===== src/rtl/dmem_port.sv =====
// dmem_port: MEM-stage load/store unit with req/ack bus, stall and timeout; DMEM_ALIGN_CHECK_EN enables misalignment faults.
module dmem_port #(
  parameter int MAX_WAIT = 15
) (
  input  logic        clk,
  input  logic        reset,
  input  logic [1:0]  MemRead,
  input  logic [1:0]  MemWrite,
  input  logic        LoadUnsigned,
  input  logic [31:0] Aluout,
  input  logic [31:0] busB,
  output logic        stall,
  output logic [31:0] radata,
  output logic        mem_err,
  output logic        bus_req,
  output logic        bus_we,
  output logic [31:0] bus_addr,
  output logic [3:0]  bus_be,
  output logic [31:0] bus_wdata,
  input  logic        bus_ack,
  input  logic [31:0] bus_rdata
);
  typedef enum logic [1:0] {IDLE, BUSY, DONE} state_t;
  state_t state, state_nx;
  logic [7:0] cnt;
  logic [1:0] size, lsize, laddr;
  logic lunsigned, req, bad, mis, tmo;
  logic [3:0] be;
  logic [31:0] wdata, ldata;
  logic [7:0] b_v;
  logic [15:0] h_v;
  assign req = |MemRead || |MemWrite;
  assign size = MemRead | MemWrite;
`ifdef DMEM_ALIGN_CHECK_EN
  assign mis = (size == 2'b10 && Aluout[0]) || (size == 2'b11 && |Aluout[1:0]);
`else
  assign mis = 1'b0;
`endif
  assign bad = (|MemRead && |MemWrite) || mis;
  assign tmo = cnt == 8'(MAX_WAIT - 1);
  assign stall = reset && (state == BUSY || (state == IDLE && req));
  assign be = size == 2'b01 ? 4'b0001 << Aluout[1:0] :
              size == 2'b10 ? (Aluout[1] ? 4'b1100 : 4'b0011) : 4'b1111;
  assign wdata = ~|MemWrite ? 32'h0 :
                 size == 2'b01 ? {4{busB[7:0]}} :
                 size == 2'b10 ? {2{busB[15:0]}} : busB;
  // Move the addressed lane(s) down to bit 0 before extension
  assign b_v = bus_rdata[{laddr, 3'b000} +: 8];
  assign h_v = laddr[1] ? bus_rdata[31:16] : bus_rdata[15:0];
  assign ldata = lsize == 2'b01 ? {{24{b_v[7] & ~lunsigned}}, b_v} :
                 lsize == 2'b10 ? {{16{h_v[15] & ~lunsigned}}, h_v} : bus_rdata;
  always_comb begin
    state_nx = IDLE;
    case (state)
      IDLE:    state_nx = req ? (bad ? DONE : BUSY) : IDLE;
      BUSY:    state_nx = (bus_ack || tmo) ? DONE : BUSY;
      default: state_nx = IDLE;
    endcase
  end
  always_ff @(posedge clk) begin
    if (!reset) begin
      state     <= IDLE;
      cnt       <= '0;
      bus_req   <= 1'b0;
      bus_we    <= 1'b0;
      bus_addr  <= '0;
      bus_be    <= '0;
      bus_wdata <= '0;
      radata    <= '0;
      mem_err   <= 1'b0;
      lsize     <= '0;
      laddr     <= '0;
      lunsigned <= 1'b0;
    end else begin
      state <= state_nx;
      case (state)
        IDLE: begin
          if (req && bad) begin
            mem_err <= 1'b1;
            radata  <= '0;
          end else if (req) begin
            bus_req   <= 1'b1;
            bus_we    <= |MemWrite;
            bus_addr  <= {Aluout[31:2], 2'b00};
            bus_be    <= be;
            bus_wdata <= wdata;
            lsize     <= size;
            laddr     <= Aluout[1:0];
            lunsigned <= LoadUnsigned;
            cnt       <= '0;
          end
        end
        BUSY: begin
          if (bus_ack) begin
            radata  <= bus_we ? 32'h0 : ldata;
            mem_err <= 1'b0;
            bus_req <= 1'b0;
          end else if (tmo) begin
            radata  <= '0;
            mem_err <= 1'b1;
            bus_req <= 1'b0;
          end else begin
            cnt <= cnt + 8'd1;
          end
        end
        default: mem_err <= 1'b0;
      endcase
    end
  end
endmodule


===== config.mk =====
export PLATFORM = sky130hd
export DESIGN_NAME = dmem_port
export DESIGN_NICKNAME = d
export VERILOG_FILES = /design/src/rtl/dmem_port.sv
export SDC_FILE = /design/constraint.sdc
export NUM_CORES = 1
export LEC_CHECK = 0
export ABC_AREA = 0
export CAP_MARGIN = 40
export CORE_ASPECT_RATIO = 0.5
export CORE_MARGIN = 4
export CORE_UTILIZATION = 46
export DETAILED_ROUTE_END_ITERATION = 8
export GPL_ROUTABILITY_DRIVEN = 1
export PLACE_DENSITY = 0.83
export SYNTH_ARGS = -nofsm -noshare
export SYNTH_HDL_FRONTEND = slang
export SYNTH_SLANG_ARGS = --single-unit

===== constraint.sdc =====
create_clock -name clk -period 3.1 [get_ports clk]
set_clock_uncertainty 0.05 [all_clocks]
set_input_delay 0.465 -clock clk [delete_from_list [all_inputs] [get_ports clk]]
set_output_delay 0.465 -clock clk [all_outputs]
set_load 0.02 [all_outputs]

== Word-level counts from Yosys, hierarchy flattened ==
Cells that the tools add are included.

* Bitwise logic cells: 5
* $add $sub $neg: 1
* $lt $le $gt $ge: 0
* Equality and inequality tests: 12
* Muxes and demuxes: 32
* Div/mod/pow operators: 0
* Shift operators: 2
* Reductions and logical operators: 16
* Multiply operators: 0

{| class="wikitable"
|+ Operators with widths
! kind !! number
|-
| 2-to-1 mux 32 bit || 9
|-
| one-hot mux 32 bit (2 select lines) || 1
|-
| 2-to-1 mux 8 bit || 4
|-
| indexed part select 32 x 6 -> 8 bit || 1
|-
| 2-to-1 mux 16 bit || 1
|-
| one-hot mux 8 bit (2 select lines) || 1
|-
| 2-to-1 mux 4 bit || 3
|-
| adder 8 x 1 -> 8 bit (second input constant) || 1
|-
| equality test 8 x 4 -> 1 bit (second input constant) || 1
|-
| != test 2 bit (second input constant) || 4
|-
| 2-to-1 mux 1 bit || 7
|-
| equality test 2 x 1 -> 1 bit (second input constant) || 3
|-
| 2-to-1 mux 2 bit || 3
|-
| AND reduction 3 bit || 2
|-
| AND reduction 5 bit || 1
|-
| equality test 2 bit (second input constant) || 2
|-
| logical AND 1 bit || 4
|-
| one-hot mux 1 bit (2 select lines) || 2
|-
| one-hot mux 2 bit (2 select lines) || 1
|-
| AND reduction 4 bit || 1
|-
| OR reduction 2 bit || 2
|-
| left shift 1 x 2 -> 4 bit (first input constant) || 1
|-
| logical OR 1 bit || 3
|-
| != test 3 bit (second input constant) || 1
|-
| 7 further kinds || 9
|}

* Word-level logic and storage cells: 80
* Input port bits: 104
* Register bits after elaboration: 116
* Latch bits: 0
* Memories kept: 0
* ROM bits: 0
* Output and inout bits: 104
* RAM bits: 0

== Logic depth before layout (Yosys ltp) ==
Gate-level depths: netlist of the first run.

* Word-level depth: 7
* Depth in mapped cells: 8
* Mapped depth without buffers: 8

== Worst setup path before layout of the first run ==
OpenSTA, ideal clock, no wires.

* Kind: register -> register
* Start point: reg laddr[0]
* End point: reg radata[20]
* Arrival time: 1.879 ns
* Path buffers: 4
* Library setup time: 0.122 ns
* Clock period less this slack: 2.051 ns
* Path slack: 1.049 ns
* Cell stages (with the launch flop): 9
* Required time: 2.928 ns
* Cell sequence: dfxtp_1 -> buf_6 -> mux4_2 -> and3b_1 -> buf_6 -> and2_4 -> buf_6 -> buf_6 -> a221o_1

* Cells in the longest elaborated chain, start to end: 6

{| class="wikitable"
|+ Ends and longest elaborated chain
! what !! line !! text
|-
| from (decl) || 26 || <nowiki>logic [1:0] size, lsize, laddr;</nowiki>
|-
| from (signal assigned) || 88 || <nowiki>laddr <= Aluout[1:0];</nowiki>
|-
| indexed part select 32 x 6 -> 8 bit || 48 || <nowiki>assign b_v = bus_rdata[{laddr, 3'b000} +: 8];</nowiki>
|-
| bitwise AND 1 bit || 50 || <nowiki>assign ldata = lsize == 2'b01 ? {{24{b_v[7] & ~lunsigned}}, b_v} :</nowiki>
|-
| 2-to-1 mux 32 bit || 50 ||
|-
| 2-to-1 mux 32 bit || 95 || <nowiki>radata <= bus_we ? 32'h0 : ldata;</nowiki>
|-
| 2-to-1 mux 32 bit || 94 || <nowiki>if (bus_ack) begin</nowiki>
|-
| one-hot mux 32 bit (2 select lines) || 76 || <nowiki>case (state)</nowiki>
|-
| to (signal assigned) || 95 ||
|-
| to (decl) || 13 || <nowiki>output logic [31:0] radata,</nowiki>
|}

Every way passes these cells.
A chain may end at the register's enable or synchronous reset.

== Worst setup path in the final report of the first run ==
* Start point: in MemWrite[0]
* End point: out stall

* Cells in the longest elaborated chain, start to end: 5

{| class="wikitable"
|+ Ends and longest elaborated chain
! what !! line !! text
|-
| from (decl) || 8 || <nowiki>input logic [1:0] MemWrite,</nowiki>
|-
| OR reduction 2 bit || 32 || <nowiki>assign req = |MemRead || |MemWrite;</nowiki>
|-
| logical OR 1 bit || 32 ||
|-
| logical AND 1 bit || 41 || <nowiki>assign stall = reset && (state == BUSY || (state == IDLE && req));</nowiki>
|-
| logical OR 1 bit || 41 ||
|-
| logical AND 1 bit || 41 ||
|-
| to (decl) || 12 || <nowiki>output logic stall,</nowiki>
|}

Every way passes these cells.

==> results of run 1 <==
==> routing by layer <==
layer	share of wire, %	track usage, %	vias to the layer above
met1	42	31.0	2527
li1	-	-	2613
met4	1.8	9.13	0
met2	49	42.8	250
met5	0	0	-
met3	7.4	5.68	31
==> flip-flops by register name (all words and copies together), names as in the netlist, 2 cells and up <==
name / count
lsize: 2
radata: 32
state: 2
laddr: 2
bus_be: 4
bus_wdata: 32
cnt: 8
bus_addr: 30
==> metrics by stage <==
step,instances,hold slack [ns]
finish,994,0.348
detailed placement,965,0.395
CTS,994,0.339
floorplan,636,0.412
global placement,964,0.394
global route,994,0.347
==> worst max-delay path: stages <==
cell and delay, ns:
clkdlybuf4s50_1 0.55, nor2_1 0.09, ha_1 0.21, a21oi_1 0.14
clkdlybuf4s50_1 0.62
==> cell type report <==
cell class,instances,share of cell area [%]
clock inverter,10,1.91
inverter,7,0.319
clock buffer,19,5.50
multi-input combinational,464,35.4
tap,159,2.42
sequential,116,28.2
timing repair buffer,219,26.3
==> worst max path at each step <==
stage                     slack, ns   startpoint  depth (start not counted)      endpoint
after floorplan                1.05     laddr[0]                          8    radata[20]
after global placement         0.53  MemWrite[0]                          5         stall
after detailed placement       0.46  MemWrite[0]                          7  bus_wdata[3]
after CTS                      0.51  MemWrite[0]                          5         stall
after global routing           0.46  MemWrite[0]                          5         stall
final                          0.50  MemWrite[0]                          5         stall
==> kinds of logic after synthesis <==
group / count (synthesis)
compound gates: 178
xor+xnor: 7
fa+ha+maj: 4
buf+inv: 56
flops: 116
mux: 18
other cells: 1
simple gates: 255
==> power by group <==
group	internal, mW	total [mW]	switching (mW)
registers	1.58	1.65	0.0637
logic	0.441	0.936	0.494
clock network	1.37	2.04	0.676
==> placed cells by master (no fill, tap or decap), drive strengths merged, types with 4 or more instances in the layout <==
cell           netlist  routed
ha                   4       4
a21boi              47      47
buf                 13      15
a211oi              18      18
clkdlybuf4s50        0     204
o21ai               33      33
mux4                 8       8
a22o                 8       8
inv                  7       7
mux2i               10      10
clkbuf              36      19
bufinv               0       4
nand2              130     130
a221oi               7       7
a221o               15      15
nor3b                8       8
xnor2                4       4
a21oi               25      25
nor3                 4       4
nand3               13      13
nand2b              22      22
and2                27      27
a31oi               10      10
dfxtp              116     116
o2bb2ai              9       9
nor2                24      24
nor2b               18      18
==> impl_metrics.toml, run 1 <==
[run_status]
outcome = "finished, final reports clean"

[route]
dr.pass1.iters = 5
routed_wl_microns = 17500
drt_iter0_markers = 427
postRouteAntennaNets = 0
routed_via_density = 5.45
avgRoutedWirePerCell_microns = 17.6
dr_total_vias = 5421
drc_errors = 0

[flow_run]
maxCapViolCount = 0

[timing]
final-hold-violation-count = 0
setup_tns_ns = 0
report.final.slew_viol_count = 0
worst_pin_slew_ns = 0.683
finalCritPeriodShare_pct = 83.8
slew_headroom_pct = 54.3
timing.fmax_mhz = 385
setup_viol = 0
setup_ws_ns = 0.501
rsz0062_at_grt = "false"
fin_crit_ns = 2.60

[placed_design]
hpwl_microns = 12100
port-buffer-count = 205
dpl_worst_slack_ns = 0.456
finalWeightedCongestion = 0.936
place_area_sq_um = 7630

[finish]
diodes = 0
final_layout_size_suffix_gt1_share_pct = 6.59
multi_input_area_sq_um = 2910
area_delta_synth_final_pct = 50.5
fillers = 856
final_cell_area_sq_um = 8240
final_nets = 933
seq_area_sq_um = 2320
utilization_pct = 72.8

[cts]
cts_root_buf = "clkbuf_16"
htreeDepth = 4
cts.clk_slew.worst_paths_ns = 0.05
cts_made_buffers = 17
clkSinkCount = 116
cts.path.max_buffers = 2
cts_tree = "built"
cts_resized = 0
clock_latency_ns = 0.40
cts_hold_buf = 0
cts_setup_buffers = 0

[logic_synthesis]
synth-edff-count = 0
netlist_top_cells_area = "dfxtp_1, nand2_1, a21boi_0, mux4_1, and2_1"
synth-xor-area-share_pct = 1.12
muxShareOfSynthArea_pct = 5.60
ys_types = 48
synthFlopType = "dfxtp_1"
yosys_warnings = 0
yosys.area_share.simple_pct = 22.3
netlist_instances = 635
synth_largest_area_cell = "dfxtp_1"
synth_top_family_by_area = "compound AO/OA/AOI/OAI gates"
synth.most_common_cell = "nand2_1"
netlist_top_cells_count = "nand2_1, dfxtp_1, a21boi_0"
seq_area_frac_synth_pct = 42.4
synth.avg_cell_area_sq_um = 8.62
synth_area_sq_um = 5470
async_flop_share_pct = 0
synth_top_area_share_pct = 42.4
synth-adder-area-share_pct = 0.914
synth_compound_area_share_pct = 22.9
synth_seq_cells = 116

[power_and_ir_drop]
ir_drop_v = 0.000340
power.density_nw_per_um2 = 562
p_leak_nw = 3.09
finalPower_mw = 4.63

[setup_path]
path_class = "primary input to output port"
r2r-start = "lsize[0]"
ff2ff_setup_slack_ns = 0.97
critPathCaptureType = "output port"
critical_path_arrival_ns = 2.08
r2r_end = "radata[27]"
cp-start-kind = "primary input"
crit_required_ns = 2.58
path_max_fanout = 4
reg2regPathDepth = 5

[global_routing]
track_usage_pct = 25.0
grt_max_degree = 73
grt_pass1_vias = 5320
grt-ovfl-total = 0
antenna_found_initial = 0
grt_pass1_wl_microns = 28000

[die]
start_util_pct = 48.4
die_w_microns = 162
die_h_microns = 85.1
ios = 208
die-area_sq_um = 13800
coreArea_sq_um = 11300
row_count = 27

[hold_path]
worstHoldStart = "reset"
hp-class = "primary input to flop"
min_delay_path_depth = 2
hold_path_end = "bus_req"
Note: power is estimated with default switching activity, not from simulation.
==> run 2: changes to the inputs <==
--- a/config.mk
+++ b/config.mk
@@ -9,10 +9,10 @@
 export CAP_MARGIN = 40
 export CORE_ASPECT_RATIO = 0.5
 export CORE_MARGIN = 4
-export CORE_UTILIZATION = 46
+export CORE_UTILIZATION = 40
 export DETAILED_ROUTE_END_ITERATION = 8
 export GPL_ROUTABILITY_DRIVEN = 1
-export PLACE_DENSITY = 0.83
+export PLACE_DENSITY = 0.77
 export SYNTH_ARGS = -nofsm -noshare
 export SYNTH_HDL_FRONTEND = slang
 export SYNTH_SLANG_ARGS = --single-unit
==> constraint.sdc (replaced) <==
create_clock -name clk -period 2.1 [get_ports clk]
set_clock_uncertainty 0.05 [all_clocks]
set_input_delay 0.315 -clock clk [delete_from_list [all_inputs] [get_ports clk]]
set_output_delay 0.315 -clock clk [all_outputs]
set_load 0.02 [all_outputs]
==> impl_metrics.toml, run 2 (synthesized netlist as in run 1, its figures left out) <==
[setup_path]
path_max_fanout = 22
path_class = "primary input to flop"
crit_start = "MemWrite[1]"
critPathCaptureType = "flop"
critical_path_arrival_ns = 2.20
reg2regPathDepth = 8
ff2ff_setup_slack_ns = 0.18
r2r_end = "radata[9]"
crit_required_ns = 2.37
r2r-start = "cnt[0]"
cp-start-kind = "primary input"

[run_status]
outcome = "finished, final reports clean"

[die]
die_w_microns = 173
coreArea_sq_um = 13000
row_count = 29
die-area_sq_um = 15700
start_util_pct = 42.0
die_h_microns = 90.7
ios = 208

[placed_design]
place_inst = 1010
finalWeightedCongestion = 0.850
port-buffer-count = 205
hpwl_microns = 13000

[cts]
cts_root_buf = "clkbuf_16"
htreeDepth = 4
cts_made_buffers = 17
cts.clk_slew.worst_paths_ns = 0.06
cts_hold_buf = 0
cts_setup_buffers = 0
cts.path.max_buffers = 2
clkSinkCount = 116
clock_latency_ns = 0.40
cts_tree = "built"

[route]
drt_iter0_markers = 397
routed_via_density = 5.25
avgRoutedWirePerCell_microns = 17.0
routed_wl_microns = 17700
drc_errors = 0
dr.pass1.iters = 4
dr_total_vias = 5475
postRouteAntennaNets = 0

[finish]
reg_top3 = "bus_wdata (32), radata (32), bus_addr (30)"
final_layout_size_suffix_gt1_share_pct = 10.6
final_common_cell = "clkdlybuf4s50_1"
final_cell_mix = "clkdlybuf4s50_1, nand2_1, dfxtp_1"
area_delta_synth_final_pct = 56.5
final_nets = 967
utilization_pct = 65.8
final_cell_count_no_fill = 1043

[global_routing]
track_usage_pct = 22.1
grt_pass1_vias = 5345
antenna_found_initial = 1
grt-ovfl-total = 0
grt_max_degree = 73
grt_pass1_wl_microns = 28500

[timing]
slew_headroom_pct = 60.7
setup_viol = 0
rsz0062_at_grt = "false"
final-hold-violation-count = 0
report.final.slew_viol_count = 0
finalCritPeriodShare_pct = 91.5
timing.fmax_mhz = 520
fin_crit_ns = 1.92
worst_pin_slew_ns = 0.590

[power_and_ir_drop]
ir_drop_v = 0.000577
power.density_nw_per_um2 = 798
p_leak_nw = 3.27

[hold_path]
worstHoldStart = "reset"
min_delay_path_depth = 2
hp-class = "primary input to flop"
hold_path_end = "bus_req"

[flow_run]
maxCapViolCount = 0
## run 2: changes by cell type in the layout (fill, tap and decap cells not counted), sizes merged
cell and change:
clkdlybuf4s50 -1, clkinvlp +2, clkinv +3, clkbuf -1, buf +34, dlygate4sd2 +1
diode +1, bufinv -1
## run 2: worst max-delay path by stage
stage | slack (ns) | end | cells past startpoint
floorplan | 0.05 | radata[20] | 8
global placement | -0.13 | bus_addr[23] | 8
detailed placement | -0.24 | bus_addr[13] | 8
CTS | 0.12 | radata[9] | 8
global route | 0.005 | bus_addr[26] | 8
finish | 0.18 | bus_addr[13] | 8
## run 2: metal layers
metal  vias up  wire [microns]  global-route usage [%]
met5         -               0                       0
met4         0             381                    7.96
met3        32            1020                    5.27
met2       160            8550                    37.8
met1      2598            7730                    27.4
li1       2685               -                       -
## run 2: report_power, final
part	internal [mW]	total [mW]	switching, mW
Combinational	0.736	1.48	0.745
Clock	1.88	2.93	1.05
Sequential	2.34	2.43	0.0882
## run 2: per-stage QoR
| stage | total power, mW | setup TNS (ns) | instance area (sq um) | setup slack (ns) | hold slack, ns |
|---|---|---|---|---|---|
| floorplan | 3.20 | 0 | 5480 | 0.0491 | 0.378 |
| global placement | 3.92 | -6.60 | 7960 | -0.133 | 0.390 |
| detailed placement | 3.94 | -9.77 | 7960 | -0.241 | 0.394 |
| CTS | 6.87 | 0 | 8560 | 0.124 | 0.175 |
| global route | 7.12 | 0 | 8570 | 0.00493 | 0.197 |
| finish | 6.84 | 0 | 8570 | 0.178 | 0.192 |
## run 2: worst max-delay path, cell delays in order
cell and delay, ns:
clkdlybuf4s50_1 0.48, nor2_1 0.07, ha_1 0.31, nor3b_2 0.19, buf_4 0.27, buf_4 0.29, nand2_1 0.08, a21boi_0 0.18
## run 2: repair_timing
item	in CTS	in global routing
pin swaps	0	1
gates resized for setup	1	1
hold endpoints to repair	0	0
setup endpoints to repair	1	3
## run 2: layout make-up
cell class / count / area [sq um]
fillers: 1033 / 4460
multi-input cells: 464 / 2920
repair buffers: 253 / 2480
flip-flops and latches: 116 / 2320
clock buffers: 18 / 439
well taps: 170 / 213
clock inverters: 14 / 161
inverters: 7 / 26.3
diodes: 1 / 2.50
